File: config.mk
export PLATFORM = sky130hd
export DESIGN_NAME = filter_sp_read_ctrl
export DESIGN_NICKNAME = d
export VERILOG_FILES = /design/src/rtl/filter_sp_read_ctrl.sv
export SDC_FILE = /design/constraint.sdc
export NUM_CORES = 1
export LEC_CHECK = 0
export CAP_MARGIN = 20
export CORE_ASPECT_RATIO = 0.5
export CORE_MARGIN = 2
export CORE_UTILIZATION = 50
export DETAILED_ROUTE_END_ITERATION = 12
export PLACE_DENSITY = 0.71
export SYNTH_ARGS = -nofsm -noshare
export SYNTH_HDL_FRONTEND = slang
export SYNTH_SLANG_ARGS = --single-unit
export TNS_END_PERCENT = 50
File: constraint.sdc
create_clock -name clk -period 7.85 [get_ports clk]
set_input_delay 1.57 -clock clk [delete_from_list [all_inputs] [get_ports clk]]
set_output_delay 1.57 -clock clk [all_outputs]
set_load 0.005 [all_outputs]
File: src/rtl/filter_sp_read_ctrl.sv
// Filter scratchpad pointer controller: packs whole filters into the scratchpad and replays each one reuse_count times.
// Optional stall counter output is enabled by defining FILTER_SP_STALL_CNT_EN.
module filter_sp_read_ctrl #(
    parameter int SP_DEPTH = 16,
    parameter int PTR_W    = 8,
    parameter int SIZE_W   = 8,
    parameter int REUSE_W  = 8
) (
    input  logic               clk,
    input  logic               rst,
    input  logic               start,
    input  logic [SIZE_W-1:0]  filter_size,
    input  logic [REUSE_W-1:0] reuse_count,
    input  logic               in_valid,
    output logic               in_ready,
    output logic               wr_en,
    output logic [PTR_W-1:0]   wr_addr,
    input  logic               out_ready,
    output logic               out_valid,
    output logic [PTR_W-1:0]   rd_addr,
    output logic               end_of_filter,
    output logic               last_filter,
    output logic               done,
    output logic               cfg_err,
`ifdef FILTER_SP_STALL_CNT_EN
    output logic [15:0]        stall_cnt,
`endif
    output logic               busy
);
    // One extra bit so base+filter_size and limit never wrap.
    localparam int EW = PTR_W + 1;

    typedef enum logic [1:0] {S_IDLE, S_CALC, S_RUN, S_DONE} state_t;

    state_t             state_q, state_d;
    logic [EW-1:0]      fs_q, fs_d;
    logic [EW-1:0]      limit_q, limit_d;
    logic [EW-1:0]      base_q, base_d;
    logic [PTR_W-1:0]   wr_ptr_q, wr_ptr_d;
    logic [PTR_W-1:0]   offset_q, offset_d;
    logic [REUSE_W-1:0] reuse_q, reuse_d;
    logic [REUSE_W-1:0] pass_q, pass_d;
    logic               cfg_err_q, cfg_err_d;

    logic [EW-1:0]      rd_ext;
    logic [EW-1:0]      base_next;
    logic               run, fire, last_pass, cfg_bad, start_ok;

    assign run       = (state_q == S_RUN);
    assign cfg_bad   = (filter_size == '0) || (32'(filter_size) > 32'(SP_DEPTH));
    assign start_ok  = (state_q == S_IDLE) && start && !cfg_bad;

    assign in_ready  = run && ({1'b0, wr_ptr_q} < limit_q);
    assign wr_en     = in_valid && in_ready;
    assign wr_addr   = wr_ptr_q;

    assign rd_ext    = base_q + {1'b0, offset_q};
    assign rd_addr   = rd_ext[PTR_W-1:0];
    // Registered write pointer: a word becomes readable the cycle after its write.
    assign out_valid = run && (rd_ext < {1'b0, wr_ptr_q});
    assign end_of_filter = out_valid && ({1'b0, offset_q} == fs_q - EW'(1));
    assign base_next = base_q + fs_q;
    assign last_filter = run && (base_next == limit_q);
    assign last_pass = (pass_q == reuse_q - REUSE_W'(1));
    assign fire      = out_valid && out_ready;

    assign done      = (state_q == S_DONE);
    assign cfg_err   = cfg_err_q;
    assign busy      = (state_q != S_IDLE);

    always_comb begin
        state_d   = state_q;
        fs_d      = fs_q;
        limit_d   = limit_q;
        base_d    = base_q;
        wr_ptr_d  = wr_ptr_q;
        offset_d  = offset_q;
        reuse_d   = reuse_q;
        pass_d    = pass_q;
        cfg_err_d = 1'b0;
        case (state_q)
            S_IDLE: begin
                if (start && cfg_bad) begin
                    cfg_err_d = 1'b1;
                end else if (start_ok) begin
                    fs_d     = EW'(filter_size);
                    reuse_d  = (reuse_count == '0) ? REUSE_W'(1) : reuse_count;
                    limit_d  = '0;
                    base_d   = '0;
                    wr_ptr_d = '0;
                    offset_d = '0;
                    pass_d   = '0;
                    state_d  = S_CALC;
                end
            end
            S_CALC: begin
                if (limit_q + fs_q <= EW'(SP_DEPTH)) begin
                    limit_d = limit_q + fs_q;
                end else begin
                    state_d = S_RUN;
                end
            end
            S_RUN: begin
                if (wr_en) begin
                    wr_ptr_d = wr_ptr_q + PTR_W'(1);
                end
                if (fire) begin
                    if (!end_of_filter) begin
                        offset_d = offset_q + PTR_W'(1);
                    end else if (!last_pass) begin
                        pass_d   = pass_q + REUSE_W'(1);
                        offset_d = '0;
                    end else begin
                        pass_d   = '0;
                        offset_d = '0;
                        base_d   = base_next;
                        if (last_filter) begin
                            state_d = S_DONE;
                        end
                    end
                end
            end
            S_DONE: state_d = S_IDLE;
            default: state_d = S_IDLE;
        endcase
    end

    always_ff @(posedge clk) begin
        if (rst) begin
            state_q   <= S_IDLE;
            fs_q      <= '0;
            limit_q   <= '0;
            base_q    <= '0;
            wr_ptr_q  <= '0;
            offset_q  <= '0;
            reuse_q   <= '0;
            pass_q    <= '0;
            cfg_err_q <= 1'b0;
        end else begin
            state_q   <= state_d;
            fs_q      <= fs_d;
            limit_q   <= limit_d;
            base_q    <= base_d;
            wr_ptr_q  <= wr_ptr_d;
            offset_q  <= offset_d;
            reuse_q   <= reuse_d;
            pass_q    <= pass_d;
            cfg_err_q <= cfg_err_d;
        end
    end

`ifdef FILTER_SP_STALL_CNT_EN
    // Counts RUN cycles where the MAC was ready but no written word was available.
    logic [15:0] stall_q, stall_d;

    always_comb begin
        stall_d = stall_q;
        if (start_ok) begin
            stall_d = '0;
        end else if (run && out_ready && !out_valid && (stall_q != 16'hFFFF)) begin
            stall_d = stall_q + 16'd1;
        end
    end

    always_ff @(posedge clk) begin
        if (rst) begin
            stall_q <= '0;
        end else begin
            stall_q <= stall_d;
        end
    end

    assign stall_cnt = stall_q;
`endif

endmodule

==> flow_metrics.py <==
metrics = {
    "power_and_ir_drop": {
        "pwr-share-seq_pct": 36.8,
        "powerDensity_nw_per_um2": 157.1,
        "ir_drop_uv": 105.1,
        "p_int_mw": 0.6498,
        "p_switching_mw": 0.2351,
        "swShare_pct": 26.57,
        "pwr-share-clk_pct": 47.4,
        "p_leak_nw": 2.188,
        "pwr-share-comb_pct": 15.8,
    },
    "die": {
        "start_util_pct": 51.24,
        "fp-row-count": 25,
        "die_area_um2": 10460,
        "core-area_um2": 9384,
        "die_y_um": 73.34,
        "io_pins": 45,
        "dieWidth_um": 142.7,
    },
    "clock_network": {
        "cts.clk_slew.worst_paths_ns": 0.05,
        "cts_tree": "yes",
        "cts_setup_buffers": 0,
        "clkLatencyLatePin_ns": 0.33,
        "h-tree-depth": 3,
        "cts_made_buffers": 9,
        "cts_sinks": 61,
        "cts_buffer_depth": 2,
        "cts_root_buffer": "clkbuf_16",
        "ctsResizeCount": 0,
        "cts_hold_buf": 0,
    },
    "global_route": {
        "grt_max_degree": 50,
        "antenna_found_initial": 0,
        "grt_pass1_wl_um": 20820,
        "grt.overflow.total": 0,
        "grt.total_usage_pct": 25.79,
        "grt_pass1_vias": 4176,
    },
    "route": {
        "via_per_inst": 5.859,
        "drc_errors": 0,
        "drt_iter0_drc": 416,
        "routed_wl_um": 12720,
        "wl_per_cell_um": 16.61,
        "ant_nets": 0,
        "via_count": 4488,
        "first_pass_iters": 5,
    },
    "cells_and_area": {
        "antenna_cells": 0,
        "num-nets-final": 711,
        "n_fill_cell": 862,
        "drive_above_1_share_pct": 4.961,
        "fin_util_pct": 60.03,
        "syn2layout_area_growth_pct": 17.15,
    },
    "worst_hold_path": {
        "hold_path_class": "reg2reg",
        "holdPathStages": 2,
    },
    "timing": {
        "hold_viol_final": 0,
        "relSlewSlack_pct": 49.10,
        "setup_tns_ns": 0,
        "setup_viol": 0,
        "fin_skew_ns": 0.004499,
        "rsz0062_at_grt": "false",
        "tightest_slew_ns": 0.7635,
        "fmax_ghz": 0.1857,
        "post-route-period-util_pct": 68.60,
        "fin_crit_ns": 5.385,
        "maxSlewViolCount": 0,
    },
    "critical_path": {
        "startpoint_type": "flop",
        "rrSetupSlack_ns": 3.66,
        "path_max_fanout": 5,
        "cp_data_arrival_time_ns": 3.81,
        "reg2regPathDepth": 18,
        "crit_required_ns": 6.28,
        "crit_path_end_kind": "output port",
        "critical_path_class": "reg2out",
    },
    "logic_synthesis": {
        "synth_top_area_share_pct": 25.40,
        "synth_top_area_cell": "dfxtp_1",
        "yosys_warnings": 0,
        "yosysUniqueCellTypes": 68,
        "syn_avg_cell_area_um2": 8.041,
        "netlist_top_cells_area": "dfxtp_1 (25%), ha_1 (12%), xnor2_1 (5.5%)",
        "ys_seq_elements": 61,
        "yosysSeqAreaShare_pct": 25.40,
        "async_flop_share_pct": 0,
        "synth_area_um2": 4808,
        "synth_edf_count": 0,
        "synth_ff_type": "dfxtp_1",
        "synthCells": 598,
        "syn_nets": 669,
    },
    "outcome": {
        "status": "finished clean",
    },
    "place": {
        "place_hpwl_um": 9609,
        "portBuffers": 44,
        "gp_congestion": 0.8850,
    },
    "run": {
        "drv_cap": 0,
    },
}
## routing by layer
layer  part of all wire, %  up-vias  GRT usage (%)
met3                   7.4       15          5.671
li1                      -     2242              -
met4                   1.2        0          6.821
met5                     0        -              0
met2                    43      152          41.40
met1                    48     2079          35.48
## area by class of cell
cell class                      count  area [um2]  share of cell area, %
Multi-Input combinational cell    486        3356                  59.57
Sequential cell                    61        1221                  21.68
Timing Repair Buffer               48       467.9                  8.307
Clock buffer                       12       236.5                  4.198
Tap cell                          121       151.4                  2.688
Inverter                           34       127.6                  2.266
Clock inverter                      4       72.57                  1.288
## power by group through the flow
stage | combinational, mW | clock, mW | sequential [mW]
after CTS | 0.136 | 0.426 | 0.326
after global placement | 0.133 | 0 | 0.332
after floorplan | 0.0892 | 0 | 0.330
after global routing | 0.153 | 0.439 | 0.327
final | 0.140 | 0.419 | 0.326
after detailed placement | 0.135 | 0 | 0.333
## cells by family (layout without fill, tap and decap cells)
logic type,Yosys count,in the layout,share of synthesized area [%]
AO/OA/AOI/OAI,154,154,20.95
XOR/XNOR,52,52,9.628
adder cells (fa/ha/maj),50,50,13.48
buffers and inverters,51,98,4.814
flip-flops,61,61,25.40
multiplexers,10,10,2.160
AND/OR/NAND/NOR,220,220,23.58
## worst paths after layout
path,from,to
hold reg to reg,reuse_q[7],reuse_q[7]
setup / recovery,offset_q[0],out_valid
hold / removal,reuse_q[7],reuse_q[7]
setup reg to reg,offset_q[0],state_q[1]
## critical path, stage by stage (launching register included)
cell and delay, ns:
dfxtp_1 0.42, ha_1 0.21, inv_1 0.06, fa_1 0.40
nor2b_1 0.16, o31a_1 0.18, nor2_1 0.05, nor2_1 0.08
nor2_1 0.05, xnor2_1 0.19, ha_1 0.28, a21o_1 0.16
a21oi_1 0.19, o21ai_0 0.27, nor2_1 0.24, clkdlybuf4s50_1 0.53
## synthesized netlist by cell type (all sizes together) (3+ instances only)
| cell | number |
|---|---|
| dfxtp | 61 |
| nand2 | 57 |
| nor2 | 49 |
| a21oi | 48 |
| ha | 47 |
| inv | 34 |
| o21ai | 34 |
| xnor2 | 31 |
| xor2 | 21 |
| nand3 | 16 |
| nor3 | 16 |
| clkbuf | 14 |
| a211oi | 13 |
| nand2b | 10 |
| and2 | 9 |
| o21a | 9 |
| nor2b | 8 |
| nor4 | 8 |
| a21o | 7 |
| mux2i | 7 |
| a22oi | 6 |
| nand3b | 6 |
| nand4 | 6 |
| or3 | 6 |
| or4 | 6 |
| nor3b | 5 |
| or2 | 5 |
| and3 | 4 |
| a32o | 3 |
| fa | 3 |
| mux2 | 3 |
| nand4b | 3 |
| nor4b | 3 |
| o2111ai | 3 |
| o211ai | 3 |
| o22ai | 3 |
| o31ai | 3 |
## cell usage in the layout, fill, tap and decap left out, types with 4 or more instances in the layout
master / instances
or3_1: 6
a22oi_1: 6
xor2_1: 21
nand2b_1: 10
or4_1: 6
ha_1: 47
nand4_1: 6
a21o_1: 6
inv_1: 34
nand3_1: 16
nor4_1: 7
nor2b_1: 8
dfxtp_1: 61
nand2_1: 57
nor3b_1: 5
nor2_1: 49
mux2i_1: 7
and3_1: 4
nor3_1: 15
clkbuf_16: 9
clkdlybuf4s50_1: 44
o21ai_0: 31
and2_1: 6
a211oi_1: 10
a21oi_1: 48
nand3b_1: 6
xnor2_1: 30
o21a_1: 9
## metrics by stage
stage	power, mW	setup slack [ns]	area [um2]	hold WS, ns	std cells
after floorplan	0.4190	3.641	4808	0.4478	598
after CTS	0.8880	2.485	5628	0.4704	765
after global placement	0.4656	2.992	5319	0.4582	749
after global routing	0.9188	2.109	5633	0.4997	766
after detailed placement	0.4682	2.874	5319	0.4631	749
final	0.8849	2.465	5633	0.4677	766
## state kept, by name (all words and copies together), names as in the netlist
signal	cells
cfg_err	1
limit_q	9
state_q	2
base_q	9
offset_q	8
fs_q	8
wr_addr	8
reuse_q	8
pass_q	8
(Power assumes the default switching activity.)
